## src/rtl/count_serializer_if.sv

```systemverilog
// count_serializer_if: request/status and 3-wire serial link between the counter stage and the serializer.
interface count_serializer_if #(parameter int WIDTH = 8);
    logic             start;
    logic             data_valid;
    logic [WIDTH-1:0] data_in;
    logic             clr_ovr;
    logic             cs_n;
    logic             sclk;
    logic             sdo;
    logic             busy;
    logic             done;
    logic             ovr;
    modport master (output start, data_valid, data_in, clr_ovr,
                    input  cs_n, sclk, sdo, busy, done, ovr);
    modport slave  (input  start, data_valid, data_in, clr_ovr,
                    output cs_n, sclk, sdo, busy, done, ovr);
endinterface

```

## src/rtl/count_serializer.sv

```systemverilog
// count_serializer: snapshots the counter value and shifts it out SPI mode 0 with busy/done/overrun status.
module count_serializer #(
    parameter int WIDTH     = 8,
    parameter int DIV       = 2,
    parameter bit MSB_FIRST = 1
) (
    input logic clk,
    input logic rst_n,
    count_serializer_if.slave bus
);
    localparam int CW = WIDTH > 1 ? $clog2(WIDTH) : 1;
    typedef enum logic [1:0] {IDLE, SHIFT, GAP} state_t;
    state_t           state, state_n;
    logic [7:0]       div, div_n;
    logic [CW-1:0]    cnt, cnt_n;
    logic [WIDTH-1:0] sh, sh_n, nxt;
    logic             cs_n_q, sclk_q, sdo_q, busy_q, done_q, ovr_q;
    logic             cs_n_n, sclk_n, sdo_n, busy_n, done_n, ovr_n;
    logic             hit;
    assign hit = div == 8'(DIV - 1);
    assign nxt = MSB_FIRST ? sh << 1 : sh >> 1;
    always_ff @(posedge clk or negedge rst_n) begin
        if (!rst_n) begin
            state  <= IDLE;
            div    <= '0;
            cnt    <= '0;
            sh     <= '0;
            cs_n_q <= 1'b1;
            sclk_q <= 1'b0;
            sdo_q  <= 1'b0;
            busy_q <= 1'b0;
            done_q <= 1'b0;
            ovr_q  <= 1'b0;
        end else begin
            state  <= state_n;
            div    <= div_n;
            cnt    <= cnt_n;
            sh     <= sh_n;
            cs_n_q <= cs_n_n;
            sclk_q <= sclk_n;
            sdo_q  <= sdo_n;
            busy_q <= busy_n;
            done_q <= done_n;
            ovr_q  <= ovr_n;
        end
    end
    // A drop while busy outranks a simultaneous clear.
    always_comb begin
        state_n = state;
        div_n   = div;
        cnt_n   = cnt;
        sh_n    = sh;
        cs_n_n  = cs_n_q;
        sclk_n  = sclk_q;
        sdo_n   = sdo_q;
        busy_n  = busy_q;
        done_n  = 1'b0;
        ovr_n   = (bus.start & busy_q) | (ovr_q & ~bus.clr_ovr);
        case (state)
            IDLE: if (bus.start && bus.data_valid) begin
                state_n = SHIFT;
                sh_n    = bus.data_in;
                sdo_n   = MSB_FIRST ? bus.data_in[WIDTH-1] : bus.data_in[0];
                cs_n_n  = 1'b0;
                busy_n  = 1'b1;
                div_n   = '0;
                cnt_n   = '0;
                sclk_n  = 1'b0;
            end
            SHIFT: begin
                div_n = hit ? 8'd0 : div + 8'd1;
                if (hit) begin
                    sclk_n = ~sclk_q;
                    // Falling edge: either move to the next bit or close the frame.
                    if (sclk_q && cnt == CW'(WIDTH - 1)) begin
                        state_n = GAP;
                        cs_n_n  = 1'b1;
                        sdo_n   = 1'b0;
                    end else if (sclk_q) begin
                        cnt_n = cnt + 1'b1;
                        sh_n  = nxt;
                        sdo_n = MSB_FIRST ? nxt[WIDTH-1] : nxt[0];
                    end
                end
            end
            GAP: begin
                div_n = hit ? 8'd0 : div + 8'd1;
                if (hit) begin
                    state_n = IDLE;
                    busy_n  = 1'b0;
                    done_n  = 1'b1;
                end
            end
            default: state_n = IDLE;
        endcase
    end
    assign bus.cs_n = cs_n_q;
    assign bus.sclk = sclk_q;
    assign bus.sdo  = sdo_q;
    assign bus.busy = busy_q;
    assign bus.done = done_q;
    assign bus.ovr  = ovr_q;
endmodule

```

## src/flat_wrapper.sv

```systemverilog
// flat-port wrapper written by rule: the top's interface ports become plain ports
module count_serializer_flat 
#(
    parameter int WIDTH     = 8,
    parameter int DIV       = 2,
    parameter bit MSB_FIRST = 1
)
  (clk, rst_n, bus_start, bus_data_valid, bus_data_in, bus_clr_ovr, bus_cs_n, bus_sclk, bus_sdo, bus_busy, bus_done, bus_ovr);
  count_serializer_if #(.WIDTH(WIDTH)) bus_i ();
  input logic clk;
  input logic rst_n;
  input wire logic [$bits(bus_i.start)-1:0] bus_start;
  input wire logic [$bits(bus_i.data_valid)-1:0] bus_data_valid;
  input wire logic [$bits(bus_i.data_in)-1:0] bus_data_in;
  input wire logic [$bits(bus_i.clr_ovr)-1:0] bus_clr_ovr;
  output wire logic [$bits(bus_i.cs_n)-1:0] bus_cs_n;
  output wire logic [$bits(bus_i.sclk)-1:0] bus_sclk;
  output wire logic [$bits(bus_i.sdo)-1:0] bus_sdo;
  output wire logic [$bits(bus_i.busy)-1:0] bus_busy;
  output wire logic [$bits(bus_i.done)-1:0] bus_done;
  output wire logic [$bits(bus_i.ovr)-1:0] bus_ovr;
  assign bus_i.start = bus_start;
  assign bus_i.data_valid = bus_data_valid;
  assign bus_i.data_in = bus_data_in;
  assign bus_i.clr_ovr = bus_clr_ovr;
  assign bus_cs_n = bus_i.cs_n;
  assign bus_sclk = bus_i.sclk;
  assign bus_sdo = bus_i.sdo;
  assign bus_busy = bus_i.busy;
  assign bus_done = bus_i.done;
  assign bus_ovr = bus_i.ovr;
  count_serializer #(.WIDTH(WIDTH), .DIV(DIV), .MSB_FIRST(MSB_FIRST)) u_core (.clk(clk), .rst_n(rst_n), .bus(bus_i));
endmodule
```

## config.mk

```make
export PLATFORM = sky130hd
export DESIGN_NAME = count_serializer_flat
export DESIGN_NICKNAME = d
export VERILOG_FILES = /design/src/rtl/count_serializer_if.sv /design/src/rtl/count_serializer.sv /design/src/flat_wrapper.sv
export SDC_FILE = /design/constraint.sdc
export NUM_CORES = 1
export LEC_CHECK = 0
export ABC_CLOCK_PERIOD_IN_PS = 2800
export BUFFER_PORTS_ARGS = -buffer_cell sky130_fd_sc_hd__buf_2
export CAP_MARGIN = 20
export CORE_ASPECT_RATIO = 1.4
export CORE_MARGIN = 2
export CORE_UTILIZATION = 50
export CTS_BUF_LIST = sky130_fd_sc_hd__clkbuf_4
export CTS_CLUSTER_DIAMETER = 40
export CTS_CLUSTER_SIZE = 24
export DETAILED_ROUTE_END_ITERATION = 8
export HOLD_SLACK_MARGIN = 0.02
export PLACE_DENSITY = 0.71
export REMOVE_ABC_BUFFERS = 1
export SYNTH_ARGS = -nofsm -noshare
export SYNTH_HDL_FRONTEND = slang
export SYNTH_SLANG_ARGS = --single-unit
```

## constraint.sdc

```tcl
create_clock -name clk -period 2.8 [get_ports clk]
set_input_delay 0.56 -clock clk [delete_from_list [all_inputs] [get_ports clk]]
set_output_delay 0.56 -clock clk [all_outputs]
set_load 0.05 [all_outputs]
```

Word-level counts from Yosys, hierarchy flattened --
Cells that the tools add are included.
Word-level totals: register bits 26, logic and storage cells 76
Operators by class: $add $sub $neg 2, equal/unequal tests 11, mux-type cells 34, bitwise gates (word level) 5, reductions and logical operators 14
Operators with widths (count):
- $mux 7 | 4
- $mux 8 | 2
- $pmux 8 s2 | 1
- $pmux 7 s2 | 1
- $mux 1 | 12
- $mux 3 | 4
- $reduce_and 4->1 | 3
- $ne 2x1->1 const B | 5
- $add 8x1->8 const B | 1
- $eq 8x1->1 const B | 1
- $mux 2 | 4
- $pmux 1 s2 | 4
- $pmux 2 s3 | 1
- $pmux 3 s2 | 1
- $reduce_and 3->1 | 2
- $reduce_bool 2->1 | 3
- $reduce_and 5->1 | 1
- $add 3x1->3 const B | 1
- $eq 3x3->1 const B | 1
- $ne 3x1->1 const B | 1
- $and 1x1->1 | 2
- $eq 2x1->1 const B | 1
- $eq 2x2->1 const B | 1
- $logic_and 1x1->1 | 2
- 6 further kinds | 7

Logic depth before layout (Yosys ltp) --
word-level depth 5, gate-level depth with buffers 7, gate-level depth less buffers 6

Worst setup path after synthesis --
No wires, ideal clock.
kind reg2reg, start reg u_core.div[1], end reg u_core.sh[1], setup time 0.126 ns, data arrival time 1.659 ns, required time 2.674 ns, setup slack 1.015 ns, stages on the path, launching flop included 7, buffers on the path 0, path through dfrtp_1 > inv_1 > ha_1 > nor4b_4 > nand4_2 > a21o_1 > a221o_1
On the way: cells in the longest elaborated chain, start to end 3
Ends and longest elaborated chain:
- start, declared | line count_serializer.sv:14 | logic [7:0] div, div_n;
- start signal, assigned | line count_serializer.sv:36 | div <= div_n;
- $eq 8x1->1 | line count_serializer.sv:20 | assign hit = div == 8'(DIV - 1);
- $ne 2x1->1 (no source line)
- $reduce_and 5->1 (no source line)
- end signal, assigned | line count_serializer.sv:38 | sh <= sh_n;
- end, declared | line count_serializer.sv:16 | logic [WIDTH-1:0] sh, sh_n, nxt;
No other way between the ends. A chain may end at the register's enable or synchronous reset.

Final worst setup path --
start reg u_core.div[1], end reg u_core.sdo_q (netlist: u_core.bus.sdo)
On the way: cells in the longest elaborated chain, start to end 3
Ends and longest elaborated chain:
- $eq 8x1->1 | line count_serializer.sv:20
- $ne 2x1->1 (no source line)
- $reduce_and 4->1 (no source line)
- end signal, assigned | line count_serializer.sv:41 | sdo_q <= sdo_n;
- end, declared | line count_serializer.sv:17 | logic cs_n_q, sclk_q, sdo_q, busy_q, done_q, ovr_q;
No other way between the ends.

==> impl_metrics.py <==
metrics = {
    "logic_synthesis": {
        "synthMuxAreaShare": 0.0147,
        "post_synthesis_async_set_or_reset_flop_share": 1.00,
        "compound_gate_portion_of_the_synthesized_area": 0.194,
        "synth.avg_cell_area_sq_um": 9.80,
        "synth_warnings": 0,
        "synth_top_family_by_area": "simple AND/OR/NAND/NOR gates",
        "post_synth_xor_area_fraction": 0.0242,
        "synth_cells": 148,
        "synth_area_sq_um": 1450,
        "yosys.area_share.simple": 0.214,
        "dominantRegCellSynth": "sky130_fd_sc_hd__dfrtp_1",
        "yosys.cell_count.top_type": "sky130_fd_sc_hd__dfrtp_1",
        "synth_top_area_share": 0.431,
        "ys_seq_elements": 26,
        "synth_adder_area_share": 0.0690,
        "cell_type_with_the_largest_total_area_after_synthesis": "sky130_fd_sc_hd__dfrtp_1",
        "synth_enable_flop_cells": 0,
        "synth_commonest_cells": "sky130_fd_sc_hd__dfrtp_1, sky130_fd_sc_hd__nand2_1, sky130_fd_sc_hd__nand3_1",
        "synth.lib_cells_used.distinct": 41,
        "synth.area.top_cells": "sky130_fd_sc_hd__dfrtp_1, sky130_fd_sc_hd__ha_1, sky130_fd_sc_hd__nand2_1",
        "ys_seq_area_frac": 0.450,
    },
    "setup_path": {
        "worst_ep_required_time_ns": 3.01,
        "startpoint_of_the_worst_register_to_register_path": "u_core.div[1]",
        "critPathArrivalTime_ns": 2.27,
        "worst-setup-path-type": "flip-flop to flip-flop",
        "reg2reg_slack_ns": 0.74,
        "crit_end_category": "flip-flop",
        "timing.critical_path.fanout_max": 7,
        "worst_setup_sp": "u_core.div[1]",
        "setup.worst_path.start_class": "flip-flop",
    },
    "route": {
        "drt_pass1_iterations": 6,
        "detailroute.via_count": 1235,
        "post_drt_via_cell_ratio": 6.05,
        "detail_route.wirelength_mm": 3.24,
        "post_drt_wl_per_cell_um": 15.9,
        "drcViolationCount": 0,
        "dr.first_iter.drc_count": 35,
        "drtAntennaViolNets": 0,
    },
    "clock_network": {
        "htree_num_levels": 1,
        "insertion_delay_ns": 0.32,
        "clk_pin_slew_worst_paths_ns": 0.14,
        "clockBufferDepth": 2,
        "clock_sinks": 26,
        "root_buffer": "sky130_fd_sc_hd__clkbuf_4",
        "numCtsBuffers": 3,
        "tritoncts_clock_tree": "done",
        "number_of_buffers_inserted_by_hold_repair_at_cts": 0,
        "ctsResizeCount": 0,
        "post_cts_setup_buffers": 0,
    },
    "run_status": {
        "run_status": "finished clean",
    },
    "floorplanning": {
        "floorplan.core_area_sq_um": 2820,
        "die_height_um": 67.7,
        "die_x_um": 49.5,
        "fp.dieArea_sq_um": 3350,
        "boundaryPins": 19,
        "row_count": 23,
        "floorplan.initialDensity": 0.514,
    },
    "timing": {
        "post-route-period-util": 0.737,
        "hold_viol_final": 0,
        "grt_setup_unrepaired": "false",
        "clock.fmax_ghz": 0.485,
        "setup_tns_ns": 0,
        "finalSetupViolations": 0,
        "slew_of_the_pin_with_the_lowest_slew_margin_ns": 0.614,
        "final_period_minus_worst_setup_slack_ns": 2.06,
        "finalClockSkew_ns": 0.00149,
        "slew_violations": 0,
        "max-slew-margin-rel": 0.587,
    },
    "grt": {
        "grtUsageTotal": 0.219,
        "overflow": 0,
        "grt_first_pass_wirelength_mm": 5.56,
        "grt_antenna_before_repair": 0,
        "grt_max_degree": 27,
        "grt_pass1_vias": 1296,
    },
    "flow_run": {
        "maxCapViolCount": 0,
    },
    "placement": {
        "dpl_cell_area_sq_um": 1580,
        "io_buffer_count": 18,
        "place.gp.congestion": 0.887,
        "placed_cells_incl_taps": 200,
        "detailed_place_hpwl_mm": 2.44,
    },
    "cells_and_area": {
        "layout.cells.non_filler": 204,
        "post_route_cells_drive_above_1_share": 0.186,
        "flow.area_growth_from_synthesis_pct": 12.4,
        "fin_area_sq_um": 1630,
        "nets": 189,
        "diodes": 0,
    },
    "power_and_ir_drop": {
        "vdd_drop_max_v": 0.000514,
        "power.density_cell_area_nw_per_um2": 1070,
        "leakagePower_nw": 0.773,
    },
    "worst_hold_path": {
        "hold_path.class": "input port to async pin",
    },
}
## cells in the final DEF (no fill, tap or decap), drive strengths merged, types with 2 or more instances in the layout
cell and count:
a211oi 2, a21oi 5, a221o 5, a22o 2
and3 7, buf 19, clkbuf 3, dfrtp 25
ha 8, inv 9, nand2 16, nand3 10
nand4 5, nor2 9, nor3 3, o2111ai 3
o211ai 3, o21a 2, o21ai 7, or4 2
xor2 4
## worst paths after layout
| path | depth (start not counted) | endpoint |
|---|---|---|
| worst max-delay path | 6 | u_core.bus.sdo |
| worst min-delay path | 1 | u_core.cnt[1] |
| worst max register to register | 6 | u_core.bus.sdo |
| worst min register to register | 1 | u_core.sh[0] |
| max in group asynchronous | 1 | u_core.bus.cs_n |
| min in group clk | 2 | u_core.bus.ovr |
## logic make-up after synthesis
family                     Yosys count
xor gates and xnor gates             4
and+or+nand+nor                     57
buffers and inverters               13
DFF                                 26
muxes                                2
AOI/OAI and AO/OA                   38
adders and majority gates            8
## per-layer routing
layer,routed length [um],up-vias,global-route usage
met5,0,-,0
met4,91,0,0.132
met3,99,14,0.0243
met2,1770,34,0.431
met1,1280,599,0.220
li1,-,588,-
## cell type report
| class | count | area (sq um) |
|---|---|---|
| clock buffer | 3 | 22.5 |
| inverter | 9 | 33.8 |
| fill | 269 | 1190 |
| clock inverter | 1 | 30.0 |
| timing repair buffer | 19 | 97.6 |
| sequential | 26 | 652 |
| multi-input combinational | 109 | 748 |
| tap | 37 | 46.3 |
## power by group
part / switching, W / internal, W / total [W] / leakage, nW
logic: 0.000548 / 0.000313 / 0.000861 / 0.416
registers: 0.000119 / 0.000502 / 0.000620 / 0.329
clock network: 0.000113 / 0.000145 / 0.000258 / 0.0279
total: 0.000780 / 0.000959 / 0.00174 / 0.773
## critical path, cell delays in order, from the launching register on
cell and delay, ns:
sky130_fd_sc_hd__dfrtp_1 0.47, sky130_fd_sc_hd__inv_1 0.09, sky130_fd_sc_hd__ha_1 0.16, sky130_fd_sc_hd__nor4b_4 0.36, sky130_fd_sc_hd__nand2_1 0.23, sky130_fd_sc_hd__a2111oi_0 0.51, sky130_fd_sc_hd__nor3_1 0.12
## through the flow
| step | utilization | hold WS (ns) | worst slack (ns) | total power [W] |
|---|---|---|---|---|
| after floorplan | - | 0.264 | 0.820 | 0.00125 |
| after global placement | 0.559 | 0.487 | 0.882 | 0.00144 |
| after detailed placement | 0.559 | 0.500 | 0.822 | 0.00148 |
| after CTS | 0.578 | 0.225 | 0.774 | 0.00174 |
| after global routing | 0.578 | 0.249 | 0.584 | 0.00188 |
| final | 0.578 | 0.210 | 0.737 | 0.00174 |
## sequential cells by signal, indices dropped and copies added (netlist names)
signal           cells
u_core.bus.done      1
u_core.bus.ovr       1
u_core.bus.cs_n      1
u_core.bus.busy      1
u_core.bus.sclk      1
u_core.state         2
u_core.bus.sdo       1
u_core.div           8
u_core.cnt           3
u_core.sh            7
Note: power is estimated with default switching activity, not from simulation.
